==> src/rtl/fifo_arb_pkg.sv <==
// Shared definitions for the FIFO write-port arbiter: FSM encodings and the
// round-robin pointer wrap helper.
package fifo_arb_pkg;

  typedef enum logic [1:0] {
    ST_IDLE    = 2'b00,
    ST_SEND_LO = 2'b01,
    ST_SEND_HI = 2'b10
  } arb_state_e;

  // Next round-robin index; wraps explicitly so a non-power-of-2 count never
  // produces an index past n-1.
  function automatic logic [31:0] rr_wrap_inc(input logic [31:0] idx,
                                              input logic [31:0] n);
    if (idx + 32'd1 >= n) begin
      return 32'd0;
    end
    return idx + 32'd1;
  endfunction

endpackage

==> src/rtl/rr_arbiter.sv <==
// Combinational round-robin grant: first valid requester at or after rr_ptr,
// searching modulo NUM_REQ, reported as one-hot plus index.
module rr_arbiter #(
  parameter  int NUM_REQ = 2,
  localparam int GNT_W   = $clog2(NUM_REQ)
) (
  input  logic [NUM_REQ-1:0] req_valid_i,
  input  logic [GNT_W-1:0]   rr_ptr_i,
  output logic [NUM_REQ-1:0] grant_onehot_o,
  output logic [GNT_W-1:0]   grant_idx_o,
  output logic               grant_valid_o
);

  logic [31:0] cand;
  logic        found;

  always_comb begin
    grant_onehot_o = '0;
    grant_idx_o    = '0;
    found          = 1'b0;
    cand           = 32'd0;
    for (int k = 0; k < NUM_REQ; k++) begin
      cand = {{(32-GNT_W){1'b0}}, rr_ptr_i} + 32'(k);
      if (cand >= 32'(NUM_REQ)) begin
        cand = cand - 32'(NUM_REQ);
      end
      if (!found && req_valid_i[cand[GNT_W-1:0]]) begin
        found                            = 1'b1;
        grant_onehot_o[cand[GNT_W-1:0]] = 1'b1;
        grant_idx_o                      = cand[GNT_W-1:0];
      end
    end
  end

  assign grant_valid_o = found;

endmodule

==> src/rtl/fifo_wr_arbiter.sv <==
// Shares the async FIFO write port between NUM_REQ requesters; each granted
// 1- or 2-byte word is serialised LSB byte first under w_full backpressure.
//
// Handshakes: a requester word transfers on a CLK edge where req_valid[i] and
// req_ready[i] are both high; req_ready is one-hot and only asserted in IDLE.
// A FIFO byte is written on an edge where w_inc is high; w_inc is never high
// while w_full is high. Requesters hold data/two_byte stable until accepted.
module fifo_wr_arbiter
  import fifo_arb_pkg::*;
#(
  parameter  int DATA_WIDTH = 8,
  parameter  int NUM_REQ    = 2,
  localparam int GNT_W      = $clog2(NUM_REQ)
) (
  input  logic                            CLK,
  input  logic                            RST,
  input  logic [NUM_REQ-1:0]              req_valid,
  input  logic [NUM_REQ*2*DATA_WIDTH-1:0] req_data,
  input  logic [NUM_REQ-1:0]              req_two_byte,
  output logic [NUM_REQ-1:0]              req_ready,
  input  logic                            w_full,
  output logic                            w_inc,
  output logic [DATA_WIDTH-1:0]           WR_DATA,
  output logic                            busy,
  output logic [GNT_W-1:0]                grant_id,
  output arb_state_e                      dbg_state_o
);

  localparam int WORD_W = 2 * DATA_WIDTH;

  arb_state_e          state_q;
  logic [WORD_W-1:0]   hold_q;
  logic                two_byte_q;
  logic [GNT_W-1:0]    rr_ptr_q;
  logic [GNT_W-1:0]    rr_ptr_d;
  logic [GNT_W-1:0]    grant_id_q;

  logic [NUM_REQ-1:0]  grant_onehot;
  logic [GNT_W-1:0]    grant_idx;
  logic                grant_valid;
  logic [WORD_W-1:0]   sel_word;
  logic                sel_two_byte;

  rr_arbiter #(
    .NUM_REQ (NUM_REQ)
  ) u_rr (
    .req_valid_i    (req_valid),
    .rr_ptr_i       (rr_ptr_q),
    .grant_onehot_o (grant_onehot),
    .grant_idx_o    (grant_idx),
    .grant_valid_o  (grant_valid)
  );

  always_comb begin
    sel_word     = '0;
    sel_two_byte = 1'b0;
    for (int k = 0; k < NUM_REQ; k++) begin
      if (grant_idx == k[GNT_W-1:0]) begin
        sel_word     = req_data[k*WORD_W +: WORD_W];
        sel_two_byte = req_two_byte[k];
      end
    end
  end

  assign rr_ptr_d = GNT_W'(rr_wrap_inc(32'(grant_idx), 32'(NUM_REQ)));

  always_ff @(posedge CLK or posedge RST) begin
    if (RST) begin
      state_q    <= ST_IDLE;
      hold_q     <= '0;
      two_byte_q <= 1'b0;
      rr_ptr_q   <= '0;
      grant_id_q <= '0;
    end else begin
      case (state_q)
        ST_IDLE: begin
          if (grant_valid) begin
            hold_q     <= sel_word;
            two_byte_q <= sel_two_byte;
            grant_id_q <= grant_idx;
            rr_ptr_q   <= rr_ptr_d;
            state_q    <= ST_SEND_LO;
          end
        end
        ST_SEND_LO: begin
          if (!w_full) begin
            state_q <= two_byte_q ? ST_SEND_HI : ST_IDLE;
          end
        end
        ST_SEND_HI: begin
          if (!w_full) begin
            state_q <= ST_IDLE;
          end
        end
        default: state_q <= ST_IDLE;
      endcase
    end
  end

  // RST gates the combinational strobes so they drop the moment reset rises.
  assign req_ready   = (state_q == ST_IDLE && !RST) ? grant_onehot : '0;
  assign w_inc       = (state_q == ST_SEND_LO || state_q == ST_SEND_HI) && !w_full && !RST;
  assign WR_DATA     = (state_q == ST_SEND_HI) ? hold_q[WORD_W-1:DATA_WIDTH]
                                               : hold_q[DATA_WIDTH-1:0];
  assign busy        = (state_q == ST_SEND_LO) || (state_q == ST_SEND_HI);
  assign grant_id    = grant_id_q;
  assign dbg_state_o = state_q;

endmodule

==> config.mk <==
export PLATFORM = sky130hd
export DESIGN_NAME = fifo_wr_arbiter
export DESIGN_NICKNAME = d
export VERILOG_FILES = /design/src/rtl/fifo_arb_pkg.sv /design/src/rtl/rr_arbiter.sv /design/src/rtl/fifo_wr_arbiter.sv
export SDC_FILE = /design/constraint.sdc
export NUM_CORES = 1
export LEC_CHECK = 0
export CELL_PAD_IN_SITES_DETAIL_PLACEMENT = 1
export CELL_PAD_IN_SITES_GLOBAL_PLACEMENT = 2
export CORE_UTILIZATION = 22
export DETAILED_ROUTE_END_ITERATION = 10
export HOLD_SLACK_MARGIN = 0.05
export PLACE_DENSITY = 0.87
export SLEW_MARGIN = 20
export SYNTH_ARGS = -nofsm -noshare
export SYNTH_HDL_FRONTEND = slang
export SYNTH_SLANG_ARGS = --single-unit
==> constraint.sdc <==
create_clock -name CLK -period 1.5 [get_ports CLK]
set_input_delay 0.3 -clock CLK [delete_from_list [all_inputs] [get_ports CLK]]
set_output_delay 0.3 -clock CLK [all_outputs]
set_load 0.01 [all_outputs]
## Word-level counts from Yosys, hierarchy flattened

Cells that the tools add are included.

| word-level totals | value |
|---|---|
| logic and storage cells | 63 |
| bits of input ports | 39 |
| bits in registers | 21 |
| output and inout port bits | 15 |

| cells by class | value |
|---|---|
| bitwise operators | 1 |
| reduce and logical (&&, ||, !) cells | 13 |
| $lt $le $gt $ge | 7 |
| equality and inequality tests | 5 |
| multiplexer cells | 28 |
| $add $sub $neg | 4 |

Operator list:

| kind | count |
|---|---|
| 1-bit two-way mux | 16 |
| 16-bit two-way mux | 1 |
| 2-bit two-way mux | 7 |
| 8-bit two-way mux | 1 |
| 1-bit logical AND | 6 |
| 2-bit inequality test (second input constant) | 3 |
| 2-bit one-hot mux with 3 select lines | 1 |
| 1-bit by 1-bit adder with 2-bit output (second input constant) | 2 |
| 2-bit >= comparator (second input constant) | 2 |
| 1-bit by 2-bit less-than comparator with 1-bit output (second input constant) | 2 |
| 1-bit zero test | 3 |
| 3-bit AND reduction | 1 |
| 1-bit demux with 1-bit select | 2 |
| 2-bit by 1-bit == test with 1-bit output (second input constant) | 1 |
| 2-bit == test (second input constant) | 1 |
| 1-bit >= comparator (second input constant) | 2 |
| 1-bit by 2-bit >= comparator with 1-bit output (second input constant) | 1 |
| 2-bit zero test | 1 |
| 2-bit bitwise OR | 1 |
| 2-bit AND reduction | 1 |
| 1-bit subtractor (second input constant) | 2 |
| 1-bit logical OR | 1 |

## Depth between registers and ports, before layout

| depth | value |
|---|---|
| word-level depth | 12 |
| depth in mapped cells | 6 |
| depth with buffers taken out | 5 |

## Modules after synthesis

From an unflattened synthesis, not the netlist that was laid out.

| second synthesis, totals | value |
|---|---|
| cells, all modules | 117 |
| area, all modules | 1,204.9 µm² |

By module, submodules not included:

| module | cells each | area each (µm²) | sequential area each (µm²) | times used |
|---|---|---|---|---|
| fifo_wr_arbiter | 112 | 1,172.4 | 525.5 | 1 |
| rr_arbiter | 5 | 32.5 | 0.0 | 1 |

## Worst setup path after synthesis

No wires, ideal clock.

| timing | value |
|---|---|
| path type | reg-to-output |
| from | register state_q[1] (netlist: dbg_state_o[1]) |
| to | output req_ready[1] |
| cell stages (with the launch flop) | 7 |
| arrival | 1.404 ns |
| slack | -0.204 ns |
| cells stage by stage | dfrtp_1 -> inv_1 -> ha_1 -> nand2_1 -> a21oi_4 -> buf_4 -> and2_1 |

| on the way | value |
|---|---|
| longest elaborated chain between the ends | 3 |

RTL lines:

| element | line | RTL |
|---|---|---|
| start, declared | fifo_wr_arbiter.sv:31 | `arb_state_e state_q;` |
| start signal, assigned | fifo_wr_arbiter.sv:87 | `state_q <= two_byte_q ? ST_SEND_HI : ST_IDLE;` |
| 2-bit zero test | fifo_wr_arbiter.sv:101 | `assign req_ready = (state_q == ST_IDLE && !RST) ? grant_onehot : '0;` |
| 1-bit logical AND | fifo_wr_arbiter.sv:101 |  |
| 2-bit two-way mux | fifo_wr_arbiter.sv:101 |  |
| end, declared | fifo_wr_arbiter.sv:20 | `output logic [NUM_REQ-1:0] req_ready,` |

No other way between the ends.

## Worst setup path after layout

| timing | value |
|---|---|
| from | register state_q[0] (netlist: dbg_state_o[0]) |
| to | output WR_DATA[6] |

| on the way | value |
|---|---|
| longest elaborated chain between the ends | 2 |

RTL lines:

| element | line | RTL |
|---|---|---|
| 2-bit == test | fifo_wr_arbiter.sv:103 | `assign WR_DATA = (state_q == ST_SEND_HI) ? hold_q[WORD_W-1:DATA_WIDTH]` |
| 8-bit two-way mux | fifo_wr_arbiter.sv:103 |  |
| end, declared | fifo_wr_arbiter.sv:23 | `output logic [DATA_WIDTH-1:0] WR_DATA,` |

No other way between the ends.

==> impl_metrics.json <==
{
  "status": "complete, but fails checks",
  "violations": "negative setup slack",
  "pre_cts_ws_ns": -0.631,
  "wirelength_mm": 3.79,
  "yosysWarnings": 0,
  "nFillCells": 538,
  "vias": 1036,
  "syn_nets": 135,
  "r2r_start": "dbg_state_o[0]",
  "drt_iter0_drc": 32,
  "setup_violations": 31,
  "relSlewSlack": 0.691,
  "holdBufCountCts": 0,
  "powerDensity_nw_per_um2": 1850,
  "cts_sinks": 21,
  "synth_area_leaders": "dfrtp_1 (47%), a221o_1 (15%), mux2_2 (8.0%)",
  "syn_area_um2": 1120,
  "crit_family": "flip-flops",
  "cts_root_buffer": "clkbuf_8",
  "layout-drive-gt1-share": 0.373,
  "post_synth_inst_count": 92,
  "ant_nets": 0,
  "synth-seq-cells": 21,
  "die_h_um": 73.5,
  "yosysSeqAreaShare": 0.468,
  "power.total_mw": 3.78,
  "drc_errors": 0,
  "worstPathBufferInverterCount": 3,
  "grt.total_usage": 0.153,
  "dpl_cell_area_um2": 1870,
  "synth_area_per_cell_um2": 12.2,
  "slew_viol_final": 0,
  "seqPwrFrac": 0.267,
  "io_buffers": 53,
  "slowest_stage": "dfrtp_1",
  "post-route-util": 0.423,
  "path_max_fanout": 7,
  "clockPowerShare": 0.099,
  "synth_top_area_frac": 0.468,
  "startpoint": "dbg_state_o[0]",
  "yosysMostFrequentCell": "dfrtp_1",
  "fin_area_um2": 2040,
  "hold_slack_ns": 0.478,
  "die_x_um": 73.5,
  "dieArea_um2": 5400,
  "initial_core_util": 0.233,
  "grt_setup_unrepaired": "true",
  "ir_worst_vdd_uv": 507,
  "swShare": 0.346,
  "skew_ns": 0.00933,
  "worst_slew_pin_slew_ns": 0.462,
  "dp_cells": 225,
  "critPathLaunchType": "flop",
  "endpoint_kind": "primary output",
  "clk_path_buf_depth": 2,
  "cts_tree": "yes",
  "ff_latch_area_um2": 526,
  "cts.htree.levels": 1,
  "multi_input_area_um2": 647,
  "synth_ff_type": "dfrtp_1",
  "clk_latency_ns": 0.26,
  "worst_ep_arrival_time_ns": 1.48,
  "fin_crit_ns": 1.78,
  "cts_buffers": 3,
  "async_flop_share": 1.00,
  "critical_path_class": "reg2out",
  "coreArea_um2": 4820,
  "n_antenna_cell": 0,
  "synth_area_leader_cell": "dfrtp_1",
  "max_stage_delay_ns": 0.40,
  "grt_pass1_vias": 1176,
  "maxCapViolations": 0,
  "hold_viol": 0,
  "synth-edff-count": 0,
  "path_clk_slew_ns": 0.07,
  "num_rows": 25,
  "fin_tns_setup_ns": -6.00,
  "via_per_inst": 4.45,
  "combPwrFrac": 0.634,
  "post-route-period-util": 1.19,
  "antenna_found_initial": 0,
  "rr_worst_depth": 7,
  "io_pins": 54,
  "gr-total-overflow": 0,
  "power_switching_mw": 1.31,
  "area_growth_pct": 81.5,
  "hold_path.class": "in2async",
  "max_freq_ghz": 0.561,
  "yosysUniqueCellTypes": 20,
  "final_nets": 210,
  "dpl.hpwl_mm": 2.81,
  "firstDrtPassIters": 3,
  "synth_common_cells": "dfrtp_1 (21), a221o_1 (17), and2_1 (11)",
  "critical_path_depth": 5,
  "grt_pass1_wl_mm": 6.18,
  "final.setup.worst_slack_ns": -0.281,
  "p_leak_nw": 0.901,
  "internal-power_mw": 2.47,
  "required_ns": 1.20,
  "grt_max_degree": 20,
  "wl_per_cell_um": 16.3,
  "gp_congestion": 0.766,
  "path_cells": "inv_2, ha_4, buf_12, mux2_4, buf_6",
  "layout.cells.non_filler": 233
}
## area by class of cell
| cell class | count | area share |
|---|---|---|
| timing repair buffer | 74 | 0.354 |
| clock buffer | 3 | 0.0202 |
| multi-input combinational | 63 | 0.317 |
| inverter | 4 | 0.00736 |
| sequential | 21 | 0.258 |
| clock inverter | 1 | 0.00245 |
| tap | 67 | 0.0411 |
## per-layer routing
metal | routed length, um | global-route usage
met2 | 2060 | 0.291
met3 | 150 | 0.0219
met4 | 13 | 0.0256
met5 | 0 | 0
met1 | 1570 | 0.183
## cell usage in the layout (no fill, tap or decap), types with 3 or more instances in the layout
cell,Yosys,layout
clkdlybuf4s50_1,0,39
buf_6,1,16
mux2_4,0,9
dfrtp_1,21,21
and2_1,11,13
a221o_1,17,17
buf_4,2,15
clkbuf_8,0,3
and2_0,8,3
and2_4,0,3
## tightest hold or removal path, stage by stage
cell             delay [ns]
clkdlybuf4s50_1        0.45
inv_1                  0.14
buf_4                  0.18
## cells by family (layout without fill, tap and decap cells)
kind of cell               Yosys count  in the layout  share of synthesized area
buffers and inverters                8             82                     0.0401
adders and majority gates            4              4                     0.0445
DFF                                 21             21                      0.468
and+or+nand+nor                     25             25                      0.138
AOI/OAI and AO/OA                   25             25                      0.219
muxes                                9              9                     0.0902
## registers in the layout, summed over array words and instances (netlist names)
| name | cells |
|---|---|
| hold_q | 16 |
| two_byte_q | 1 |
| grant_id | 1 |
| rr_ptr_q | 1 |
| dbg_state_o | 2 |
## power groups by stage
stage	combinational [mW]	sequential [mW]	clock, mW
floorplan	1.14	0.976	0
global placement	1.99	0.984	0
detailed placement	2.05	1.01	0
CTS	2.33	1.01	0.380
global route	2.60	1.05	0.413
finish	2.39	1.01	0.374
## final timing paths
path | slack (ns) | to
max | -0.28 | WR_DATA[6]
min | 0.48 | hold_q[10]
max reg2reg | -0.26 | dbg_state_o[0]
min reg2reg | 0.50 | grant_id
max in group asynchronous | 0.82 | hold_q[6]
min in group CLK | 0.50 | grant_id
## timing repair
item / in CTS / in global routing
hold endpoints to repair: 0 / 0
cloned: 0 / 0
pin swaps: 3 / 4
setup endpoints to repair: 35 / 33
gates resized for setup: 82 / 9
setup buffers: 4 / 0
(Power assumes the default switching activity.)
==> edit 1, RTL diff (config.mk and constraints unchanged) <==
Reset style: synchronous (`RST`), changed in one clocked block. Comments in the files are not updated.
--- a/src/rtl/fifo_wr_arbiter.sv
+++ b/src/rtl/fifo_wr_arbiter.sv
@@ -64,7 +64,7 @@
 
   assign rr_ptr_d = GNT_W'(rr_wrap_inc(32'(grant_idx), 32'(NUM_REQ)));
 
-  always_ff @(posedge CLK or posedge RST) begin
+  always_ff @(posedge CLK) begin
     if (RST) begin
       state_q    <= ST_IDLE;
       hold_q     <= '0;
Behaviour: differs if RST is asserted again (counterexample within 4 cycles, from zero or initial values and one cycle with RST high); with RST held inactive, the same outputs for 10 cycles.
==> edit 1 against the unedited design <==
  * The flow still finishes with violations (negative setup slack)
  * Utilization rose by 0.46 points
  * Setup slack better by 0.044 ns
  * Design area up 0.43%
  * Synthesized area shrank 1.3%
  * Final cell count up 2.6%
  * Global-route usage rose by 0.96 points
  * Highest routed layer unchanged
  * Critical endpoint is now req_ready[0]
  * Routed wire length grew 6.0%
  * Sequential cell count unchanged
  * Non-clock buffer count rose by 2
  * Worst hold slack better by 0.024 ns
  * Count of clock-buffer cells in the layout is the same
Power is not compared: it rests on default switching activity, and its combinational part moved more than twofold at a synthesized area within 25%.
==> edit 1: results (changes against the unedited design) <==
metric,value,unit,change
place_area,1809,um^2,was 1871 um^2
drtIter0Drc,16,,was 32
largest_reg_flops,16,,unchanged
finClkSkew,0.007824,ns,was 0.009329 ns
port_buffers,53,,unchanged
ys_seq_area_frac,0.3792,,was 0.4677
fin_nets,216,,was 210
crit_fanout,3,,was 7
async_flop_share,0,,was 1.000
grt_use_met2,0.3045,,was 0.2905
r2r_start,dbg_state_o[1],,was dbg_state_o[0]
grt_pass1_wl,6375,um,was 6175 um
r2r_setup_slack,-0.19,ns,was -0.26 ns
synth-compound-area-share,0.2201,,was 0.2194
max_stage_delay,0.36,ns,was 0.40 ns
crit_slowest_cell,dfxtp_4,,was dfrtp_1
gp_congestion,0.8504,,was 0.7657
grt_usage,0.1626,,was 0.1530
yosys.cell_types.count,29,,was 20
drt-pass1-iter-count,2,,was 3
yosysWarnings,0,,unchanged
status,"finished, violations left",,unchanged
vias_per_cell,4.778,,was 4.446
synthAdderAreaFrac,0.04515,,was 0.04454
setup_tns,-4.339,ns,was -5.996 ns
synth_area_leaders,"dfxtp_1 (38%), nor3b_1 (12%), a221o_1 (8.1%)",,"was dfrtp_1 (47%), a221o_1 (15%), mux2_2 (8.0%)"
critical_path_arrival,1.44,ns,was 1.48 ns
use_met3,0.03039,,was 0.02195
wl_per_cell,16.83,um,was 16.28 um
setup_viol,28,,was 31
rr_endpoint,hold_q[4],,was dbg_state_o[0]
min_path_type,flip-flop to flip-flop,,was input port to asynchronous set/reset pin
grt_pass1_vias,1269,,was 1176
reg2regPathDepth,9,,was 7
synthMuxAreaShare,0.08126,,was 0.09020
dp_hpwl,2929,um,was 2806 um
timing.final.ws_setup,-0.2377,ns,was -0.2813 ns
synth_nets,145,,was 135
violations,negative setup slack,,unchanged
fillers,514,,was 538
grt_max_degree,17,,was 20
yosys-top-cells-count,"dfxtp_1 (21), nor3b_1 (18), a221o_1 (9), mux2_2 (8), a221o_2 (7)",,"was dfrtp_1 (21), a221o_1 (17), and2_1 (11), and2_0 (8), mux2_2 (8)"
whs,0.5021,ns,was 0.4776 ns
use_met1,0.1867,,was 0.1831
[edit 1: cell types whose count changed after synthesis, sizes merged, moves of 2 or more]
cell    change
dfxtp      +21
and2       -18
nor3b      +18
o211ai      -2
dfrtp      -21
a21o        -2
buf         +5
o21a        +2
nand2b      +2
a32oi       +2
[edit 1: final cells by class]
class                   count  area [um^2]  area share
well taps                  67        83.83     0.04093
multi-input cells          68        718.2      0.3506
repair buffers             76        755.7      0.3690
inverters                   3        16.27    0.007941
flip-flops and latches     21        427.9      0.2089
clock buffers               3        41.29     0.02016
clock inverters             1        5.005    0.002443
[edit 1: power groups by stage]
stage                     Clock, W  Sequential [W]  Combinational, W
after global placement           0        0.000666          0.000516
after floorplan                  0        0.000660          0.000262
after detailed placement         0        0.000670          0.000532
after CTS                 0.000390        0.000660          0.000610
after global routing      0.000409        0.000669          0.000667
final                     0.000379        0.000662          0.000627
[edit 1: worst max path at each step]
stage | slack, ns | start | cells past startpoint | end
2_1_floorplan | 0.005 | dbg_state_o[0] | 7 | hold_q[10]
3_3_place_gp | -0.59 | req_valid[0] | 4 | req_ready[0]
3_5_place_dp | -0.60 | req_valid[0] | 4 | req_ready[0]
4_1_cts | -0.24 | dbg_state_o[1] | 6 | req_ready[0]
5_1_grt | -0.28 | dbg_state_o[1] | 6 | req_ready[0]
6_report | -0.24 | dbg_state_o[1] | 6 | req_ready[0]
[edit 1: logic make-up (layout without fill, tap and decap cells)]
logic type,Yosys count,in the layout
adder cells (fa/ha/maj),4,4
buffers and inverters,13,83
flip-flops,21,21
multiplexers,8,8
AND/OR/NAND/NOR,29,29
AO/OA/AOI/OAI,27,27
[edit 1: through the flow]
| step | power [W] | instances | setup slack, ns |
|---|---|---|---|
| final | 0.001668 | 239 | -0.2377 |
| after detailed placement | 0.001202 | 227 | -0.6037 |
| after floorplan | 0.0009212 | 102 | 0.004906 |
| after CTS | 0.001660 | 239 | -0.2370 |
| after global routing | 0.001745 | 239 | -0.2847 |
| after global placement | 0.001182 | 227 | -0.5901 |
[edit 1: repair_timing]
item                       in CTS  in global routing
resized for setup              80                  7
setup endpoints to repair      32                 30
cloned                          1                  0
setup buffers                   8                  0
pin swaps                       4                  2
[edit 1: routing by layer]
layer | part of all wire | vias to the layer above
li1 | - | 539
met1 | 0.40 | 552
met2 | 0.53 | 47
met3 | 0.057 | 4
met4 | 0.0094 | 0
met5 | 0 | -
[edit 1: critical path, delay by kind of cell, from the launching register on]
kind	cells	cell delay, ns
simple gates	2	0.30
flops	1	0.36
buf+inv	3	0.36
fa+ha+maj	1	0.16
==> edit 2, RTL diff (same flow settings) <==
Without the edit above. Set the parameter `DATA_WIDTH` to 7 (it was 8).
--- a/src/rtl/fifo_wr_arbiter.sv
+++ b/src/rtl/fifo_wr_arbiter.sv
@@ -8,7 +8,7 @@
 module fifo_wr_arbiter
   import fifo_arb_pkg::*;
 #(
-  parameter  int DATA_WIDTH = 8,
+  parameter  int DATA_WIDTH = 7,
   parameter  int NUM_REQ    = 2,
   localparam int GNT_W      = $clog2(NUM_REQ)
 ) (
Interface: changed (resized WR_DATA and req_data); port bits go from 54 to 49. The function was not compared with the original's and may differ.
==> edit 2 against the unedited design <==
  * The run still ends with negative setup slack left
  * Design area fell by 8.6%
  * Synthesized area down 8.9%
  * Setup slack gained 0.011 ns
  * Synthesized cell count decreased by 7.6%
  * Clock power shrank 7.0%
  * Utilization shrank 0.10 points
  * Non-clock buffer count fell by 8
  * Register-to-register slack gained 0.10 ns
  * Routed wire length decreased by 19%
  * Sequential cell count shrank 2
  * Sequential power shrank 10%
  * Combinational power decreased by 9.2%
  * Total power down 9.2%
  * Critical endpoint is now req_ready[1]
  * Highest routed layer unchanged
==> edit 2: results (changes against the unedited design) <==
metric,value,unit,change
ys_ff_latch,19,,was 21
power.total,0.003430,W,was 0.003775 W
dr_wl_met3,128,um,was 150 um
yosys-top-cells-count,"dfrtp_1 (19), a221o_1 (15), and2_1 (9), and2_0 (8), mux2_2 (7)",,"was dfrtp_1 (21), a221o_1 (17), and2_1 (11), and2_0 (8), mux2_2 (8)"
dr_wl_met2,1533,um,was 2059 um
ys_seq_area_frac,0.4645,,was 0.4677
violations,negative setup slack,,unchanged
vias,925,,was 1036
pre_cts_slack,-0.5205,ns,was -0.6306 ns
multi_input_area,610.6,um^2,was 646.9 um^2
final_cells,203,,was 233
nonClockBufferCount,66,,was 74
synth.avg_cell_area,12.04,um^2,was 12.21 um^2
timing.final.ws_setup,-0.2703,ns,was -0.2813 ns
routed_wl,3075,um,was 3794 um
setup_viol,28,,was 31
place_area,1648,um^2,was 1871 um^2
r2r_start,dbg_state_o[1],,was dbg_state_o[0]
grt_usage,0.1353,,was 0.1530
p_clk_frac,0.102,,was 0.099
post_cts_resized,80,,was 82
r2r_setup_slack,-0.16,ns,was -0.26 ns
synth_nets,124,,was 135
synth_area_leaders,"dfrtp_1 (46%), a221o_1 (15%), mux2_2 (7.7%)",,"was dfrtp_1 (47%), a221o_1 (15%), mux2_2 (8.0%)"
seq_power,0.000909,W,was 0.00101 W
grt_pass1_vias,1081,,was 1176
dp_hpwl,2281,um,was 2806 um
post-place-cells,192,,was 225
reg2regPathDepth,6,,was 7
status,"finished, violations left",,unchanged
design_area,1864,um^2,was 2039 um^2
## edit 2: cell count changes after synthesis, moves of 2 or more
cell,before,now
a221o_1,17,15
a21oi_2,0,2
dfrtp_1,21,19
and2_1,11,9
a21oi_4,2,0
buf_6,1,3
buf_4,2,0
## edit 2: worst max-delay path by stage
stage	to	cells after the start	slack (ns)	startpoint
6_report	req_ready[1]	7	-0.27	dbg_state_o[1]
5_1_grt	req_ready[1]	7	-0.34	dbg_state_o[1]
4_1_cts	req_ready[1]	7	-0.27	dbg_state_o[1]
3_5_place_dp	WR_DATA[0]	4	-0.52	dbg_state_o[0]
3_3_place_gp	req_ready[1]	5	-0.52	req_valid[0]
2_1_floorplan	req_ready[0]	6	-0.05	dbg_state_o[0]
## edit 2: cell families (layout without fill, tap and decap cells)
logic type,after synthesis,in the layout,share of synthesized area
AOI/OAI and AO/OA,23,23,0.2066
buffers and inverters,8,74,0.05256
DFF,19,19,0.4646
muxes,8,8,0.08802
adders and majority gates,4,4,0.04890
and+or+nand+nor,23,23,0.1394
